===== config.mk =====
export PLATFORM = sky130hd
export DESIGN_NAME = stack_op_sequencer
export DESIGN_NICKNAME = d
export VERILOG_FILES = /design/src/rtl/stack_seq_pkg.sv /design/src/rtl/stack_op_sequencer.sv
export SDC_FILE = /design/constraint.sdc
export NUM_CORES = 1
export LEC_CHECK = 0
export ABC_AREA = 1
export CAP_MARGIN = 40
export CELL_PAD_IN_SITES_DETAIL_PLACEMENT = 0
export CELL_PAD_IN_SITES_GLOBAL_PLACEMENT = 2
export CORE_MARGIN = 4
export CORE_UTILIZATION = 17
export CTS_BUF_LIST = sky130_fd_sc_hd__clkbuf_8
export DETAILED_ROUTE_END_ITERATION = 8
export PLACE_DENSITY_LB_ADDON = 0.1
export SETUP_SLACK_MARGIN = 0.5
export SKIP_LAST_GASP = 1
export SYNTH_ARGS = -nofsm -noshare
export SYNTH_HDL_FRONTEND = slang
export SYNTH_SLANG_ARGS = --single-unit

===== constraint.sdc =====
create_clock -name clk -period 1.95 [get_ports clk]
set_input_delay 0.4875 -clock clk [delete_from_list [all_inputs] [get_ports clk]]
set_output_delay 0.4875 -clock clk [all_outputs]
set_load 0.02 [all_outputs]

===== src/rtl/stack_seq_pkg.sv =====
// Purpose: shared op codes, FSM states and memory-select encodings for the stack sequencer.
// Latency: none (types, constants and pure helper functions only).
// Backpressure: n/a.
package stack_seq_pkg;

  typedef enum logic [2:0] {
    OP_NONE = 3'd0,
    OP_PUSH = 3'd1,
    OP_POP  = 3'd2,
    OP_CALL = 3'd3,
    OP_RET  = 3'd4,
    OP_INT  = 3'd5,
    OP_RTI  = 3'd6,
    OP_RSVD = 3'd7
  } op_code_e;

  typedef enum logic [3:0] {
    S_IDLE    = 4'd0,
    S_PUSH    = 4'd1,
    S_POP     = 4'd2,
    S_CALL_HI = 4'd3,
    S_CALL_LO = 4'd4,
    S_RET_LO  = 4'd5,
    S_RET_HI  = 4'd6,
    S_RET_JMP = 4'd7,
    S_INT_FL  = 4'd8,
    S_INT_HI  = 4'd9,
    S_INT_LO  = 4'd10,
    S_INT_JMP = 4'd11,
    S_RTI_LO  = 4'd12,
    S_RTI_HI  = 4'd13,
    S_RTI_FL  = 4'd14
  } state_e;

  localparam logic [1:0] MEM_SRC_FLAGS = 2'b00;
  localparam logic [1:0] MEM_SRC_PC_HI = 2'b01;
  localparam logic [1:0] MEM_SRC_PC_LO = 2'b10;
  localparam logic [1:0] MEM_SRC_REG   = 2'b11;

  localparam logic [1:0] MEM_ADDR_STD = 2'b00;
  localparam logic [1:0] MEM_ADDR_LDD = 2'b01;
  localparam logic [1:0] MEM_ADDR_SP  = 2'b10;

  // Last micro-op of each sequence; a new op may be accepted here.
  function automatic logic is_final(input state_e s);
    return (s == S_PUSH) || (s == S_POP) || (s == S_CALL_LO) ||
           (s == S_RET_JMP) || (s == S_INT_JMP) || (s == S_RTI_FL);
  endfunction

  // Entry state of each op; NONE and the reserved code map to IDLE.
  function automatic state_e first_state(input op_code_e op);
    state_e s;
    case (op)
      OP_PUSH: s = S_PUSH;
      OP_POP:  s = S_POP;
      OP_CALL: s = S_CALL_HI;
      OP_RET:  s = S_RET_LO;
      OP_INT:  s = S_INT_FL;
      OP_RTI:  s = S_RTI_LO;
      default: s = S_IDLE;
    endcase
    return s;
  endfunction

endpackage


===== src/rtl/stack_op_sequencer.sv =====
// Purpose: expands stack-class ops and interrupts into one-word-per-cycle memory micro-ops.
// Latency: first micro-op in the cycle after acceptance; ops chain back-to-back from final states.
// Backpressure: op_ready only in IDLE/final states; stall freezes upstream during multi-cycle sequences.
module stack_op_sequencer
  import stack_seq_pkg::*;
(
  input  logic        clk,
  input  logic        reset,
  input  logic        op_valid,
  input  logic [2:0]  op_code,
  input  logic        int_req,
  input  logic [15:0] mem_data,
  output logic        op_ready,
  output logic        stall,
  output logic        memory_read,
  output logic        memory_write,
  output logic        memory_push,
  output logic        memory_pop,
  output logic [1:0]  memory_write_src_select,
  output logic [1:0]  memory_address_select,
  output logic        interrupt,
  output logic        pc_choose_memory,
  output logic        flags_restore_valid,
  output logic [2:0]  flags_restore
);

  state_e   state_q, state_d;
  logic     int_pending_q, int_pending_d;
  op_code_e op;
  logic     accept;
  logic     take_int;
  logic     long_op;
  logic     is_push, is_pop;

  // Only the low three bits carry flags; the rest of the word is ignored.
  logic unused_mem_data;
  assign unused_mem_data = ^mem_data[15:3];

  assign op = op_code_e'(op_code);

  // Moore output decode, acceptance/interrupt arbitration and next-state selection.
  always_comb begin
    is_push                 = 1'b0;
    is_pop                  = 1'b0;
    memory_write_src_select = MEM_SRC_FLAGS;
    interrupt               = 1'b0;
    pc_choose_memory        = 1'b0;
    flags_restore_valid     = 1'b0;
    flags_restore           = 3'b000;

    case (state_q)
      S_PUSH:    begin is_push = 1'b1; memory_write_src_select = MEM_SRC_REG;   end
      S_CALL_HI: begin is_push = 1'b1; memory_write_src_select = MEM_SRC_PC_HI; end
      S_CALL_LO: begin is_push = 1'b1; memory_write_src_select = MEM_SRC_PC_LO; end
      S_INT_FL:  begin is_push = 1'b1; memory_write_src_select = MEM_SRC_FLAGS; end
      S_INT_HI:  begin is_push = 1'b1; memory_write_src_select = MEM_SRC_PC_HI; end
      S_INT_LO:  begin is_push = 1'b1; memory_write_src_select = MEM_SRC_PC_LO; end
      S_POP, S_RET_LO, S_RET_HI, S_RTI_LO, S_RTI_HI: is_pop = 1'b1;
      S_RET_JMP: pc_choose_memory = 1'b1;
      S_INT_JMP: interrupt = 1'b1;
      S_RTI_FL: begin
        // The popped-PC shift register still holds {hi, lo} during this pop.
        is_pop              = 1'b1;
        pc_choose_memory    = 1'b1;
        flags_restore_valid = 1'b1;
        flags_restore       = mem_data[2:0];
      end
      default: ;
    endcase

    memory_push           = is_push;
    memory_write          = is_push;
    memory_pop            = is_pop;
    memory_read           = is_pop;
    memory_address_select = (is_push || is_pop) ? MEM_ADDR_SP : MEM_ADDR_STD;

    op_ready = (state_q == S_IDLE) || is_final(state_q);
    take_int = op_ready && int_pending_q;
    accept   = op_ready && op_valid && !int_pending_q &&
               (op != OP_NONE) && (op != OP_RSVD);
    long_op  = (op == OP_CALL) || (op == OP_RET) || (op == OP_INT) || (op == OP_RTI);
    stall    = !op_ready || take_int || (accept && long_op);

    // A pending interrupt is consumed on entry to its push sequence only.
    int_pending_d = int_pending_q;
    if (take_int) begin
      int_pending_d = 1'b0;
    end else if (int_req) begin
      int_pending_d = 1'b1;
    end

    state_d = S_IDLE;
    if (take_int) begin
      state_d = S_INT_FL;
    end else if (accept) begin
      state_d = first_state(op);
    end else begin
      case (state_q)
        S_CALL_HI: state_d = S_CALL_LO;
        S_RET_LO:  state_d = S_RET_HI;
        S_RET_HI:  state_d = S_RET_JMP;
        S_INT_FL:  state_d = S_INT_HI;
        S_INT_HI:  state_d = S_INT_LO;
        S_INT_LO:  state_d = S_INT_JMP;
        S_RTI_LO:  state_d = S_RTI_HI;
        S_RTI_HI:  state_d = S_RTI_FL;
        default:   state_d = S_IDLE;
      endcase
    end
  end

  // State and interrupt latch; reset aborts any sequence in progress.
  always_ff @(posedge clk) begin
    if (reset) begin
      state_q       <= S_IDLE;
      int_pending_q <= 1'b0;
    end else begin
      state_q       <= state_d;
      int_pending_q <= int_pending_d;
    end
  end

endmodule


==> results.md <==
* Unrepaired setup endpoints after global routing: yes
* CTS tree: done
* Gr ovfl total at 0
* PwrDens at 1390 nW/um^2
* Final WL at 1.95 mm
* Comb pwr share at 80.1%
* Number of global-route vias before repair at 774
* R2R Path Start: state_q[1]
* Max cap viols at 0
* IO Pins at 39
* Crit path required time at 1.46 ns
* Setup crit start kind: register
* Peak VDD IR at 0.000695 V
* Violated checks: setup timing
* Register-to-Register Path Depth at 14
* TritonRoute pass-1 iters at 4
* Sw Ratio at 43.6%
* Flop-to-flop setup slack at 0.23 ns
* Psw at 0.838 mW
* H-tree lvl count at 1
* Yosys warning count at 0
* Antenna Cells at 0
* Core ar. at 3420 um^2
* Full die area at 4630 um^2
* Worst skew pair latency at 0.22 ns
* Final worst path period need at 2.03 ns
* Status: complete, but fails checks
* Clk sinks at 5
* CTS Hold Bufs at 0
* Routed WL per cell at 9.38 um
* Hold Path Stages at 2
* Cell internal pwr at 1.09 mW
* Hold Crit Endpoint: int_pending_q
* Overall die height at 68.1 um
* Hold Path Class: register to register
* Max Clock Skew at 0.00516 ns
* Drt drc at 0
* Post-DP HPWL at 1.54 mm
* #FFs+latches synth at 5
* Period utilization at 104%
* Via-per-instance ratio at 3.92
* Initial antenna violation count at 0
* GRT Total Usage at 8.88%
* Critical path arrival at 1.55 ns
* Post-synthesis sequential area ratio at 16.3%
* Avg Cell Area, Syn at 6.01 um^2
* Max Clock Freq at 0.491 GHz
* Setup crit end kind: primary output
* Finished Core Util at 40.5%
* HP Start: int_pending_q
* Synthesized net count at 129
* Root Buffer Master: clkbuf_8
* Post-route ant nets at 0
* Rows at 21
* Final Hold Viols at 0
* Largest net degree at the start of global routing at 8
* Routability cong. at 0.781
* Final WS setup at -0.0849 ns
* TritonCTS Buffers at 3
* Post-route cell area at 1390 um^2
* Die width at 68.1 um
* Number of port buffers at 24
* Dpl cell area at 1170 um^2
* Fill cell count at 364
* Sequential cell fraction of total power at 10.2%
* RR Endpoint: state_q[1]
* Worst Path Max Fanout at 3
* Clock tree buffer depth at 2
* Final setup violating endpoints at 2
* Layout cell share with drive strength beyond 1 at 62.3%
* Worst-path clk slew at 0.04 ns
* Slew Limit Fails at 0
* Nets at 190
* Iter 0 DRT Violations at 20
* Unique masters post-synth at 23
* First-pass GRT wire length at 3.17 mm
* Clock share of power at 9.7%
* Vias at 816
* Netlist Area Pre-Place at 613 um^2
* Starting density of the core at 17.9%
* Static leakage at 0.719 nW
* Cells after synthesis at 102
* Kind of critical path: register to primary output
* Area growth from synthesis to layout at 126%
[registers in the layout, summed over array words and instances (netlist names)]
| name | cells |
|---|---|
| int_pending_q | 1 |
| state_q | 4 |
[power by group through the flow]
stage	Clock (mW)	Sequential, mW	Combinational [mW]
2_1_floorplan	0	0.173	0.724
3_3_place_gp	0	0.181	1.31
3_5_place_dp	0	0.180	1.29
4_1_cts	0.190	0.193	1.45
5_1_grt	0.197	0.201	1.66
6_report	0.187	0.195	1.54
[critical path: stages, from the launching register on]
cell and delay [ns]:
dfxtp_4 0.37, inv_4 0.05, ha_4 0.16, nand3_2 0.06
nand2_2 0.07, a21oi_2 0.12, o211ai_1 0.12, or2_4 0.24
buf_6 0.13
[worst max-delay path by stage]
stage                               end        from  cells past startpoint
4_1_cts        memory_address_select[1]  state_q[0]                      8
6_report       memory_address_select[1]  state_q[0]                      8
2_1_floorplan  memory_address_select[1]  state_q[1]                      7
5_1_grt        memory_address_select[1]  state_q[0]                      8
3_5_place_dp                      stall  op_code[0]                      7
3_3_place_gp                      stall  op_code[0]                      6
[cell usage in the layout, fill, tap and decap left out, drive strengths merged]
cell           synthesis  layout
or2                    2       2
o211ai                 1       1
o21ai                  6       6
ha                     4       4
dlygate4sd2            0       3
inv                   23      24
a22oi                  1       1
buf                    3      50
dfxtp                  5       5
nor3b                  1       1
nor2                  13      13
clkdlybuf4s50          0       6
conb                   1       1
nand4                  1       1
nand2                 26      26
nand3                  8       8
clkbuf                 0       3
o211a                  1       1
a21oi                  6       6
[cells by family after synthesis]
family          share of synthesized area [%]
flops                                    16.3
buf+inv                                  17.8
other cells                             0.612
fa+ha+maj                                8.16
compound gates                           13.9
simple gates                             43.3
[per-layer routing]
metal	up-vias	routed length [um]	global-route usage (%)
met2	15	1020	16.5
met4	0	0	0.744
met3	0	75	2.13
met5	-	0	0
met1	365	857	10.6
li1	436	-	-
[timing repair]
action,CTS,global route
pin swaps,6,4
setup endpoints to repair,20,20
hold endpoints to repair,0,0
resized for setup,108,22
buffers inserted,6,1
[cell type report]
cell class	count	area, um^2	area share, %
Multi-Input combinational cell	71	556	40.1
Timing Repair Buffer	59	526	37.9
Sequential cell	5	110	7.95
Inverter	23	91.3	6.59
Tap cell	46	57.6	4.16
Clock buffer	3	41.3	2.98
Clock inverter	1	3.75	0.271
[metrics by stage]
| step | setup TNS [ns] | instances | hold WS, ns | power [mW] | setup slack [ns] |
|---|---|---|---|---|---|
| after floorplan | 0 | 102 | 0.513 | 0.897 | 0.0465 |
| after global placement | -3.20 | 197 | 0.570 | 1.49 | -0.695 |
| after detailed placement | -3.21 | 197 | 0.562 | 1.47 | -0.706 |
| after CTS | -0.0844 | 207 | 0.609 | 1.84 | -0.0844 |
| after global routing | -0.415 | 208 | 0.689 | 2.06 | -0.144 |
| final | -0.0958 | 208 | 0.638 | 1.92 | -0.0849 |
[cell usage after synthesis]
cell,instances,area share (%)
nand2_2,3,3.1
o211a_1,1,1.6
nor3b_1,1,1.2
a21oi_1,6,4.9
conb_1,1,0.61
nand3_1,7,5.7
inv_1,21,13
o211ai_1,1,1.2
o21ai_0,6,4.9
nand3_4,1,2.9
inv_2,2,1.2
nand4_1,1,1.0
nor2_1,11,6.7
nand2_1,20,12
ha_1,4,8.2
nor2_2,1,1.0
buf_4,3,3.7
dfxtp_1,5,16
or2_1,1,1.0
nor2_4,1,1.8
nand2_4,3,5.5
a22oi_1,1,1.2
or2_0,1,1.0
Note: power is estimated with default switching activity, not from simulation.
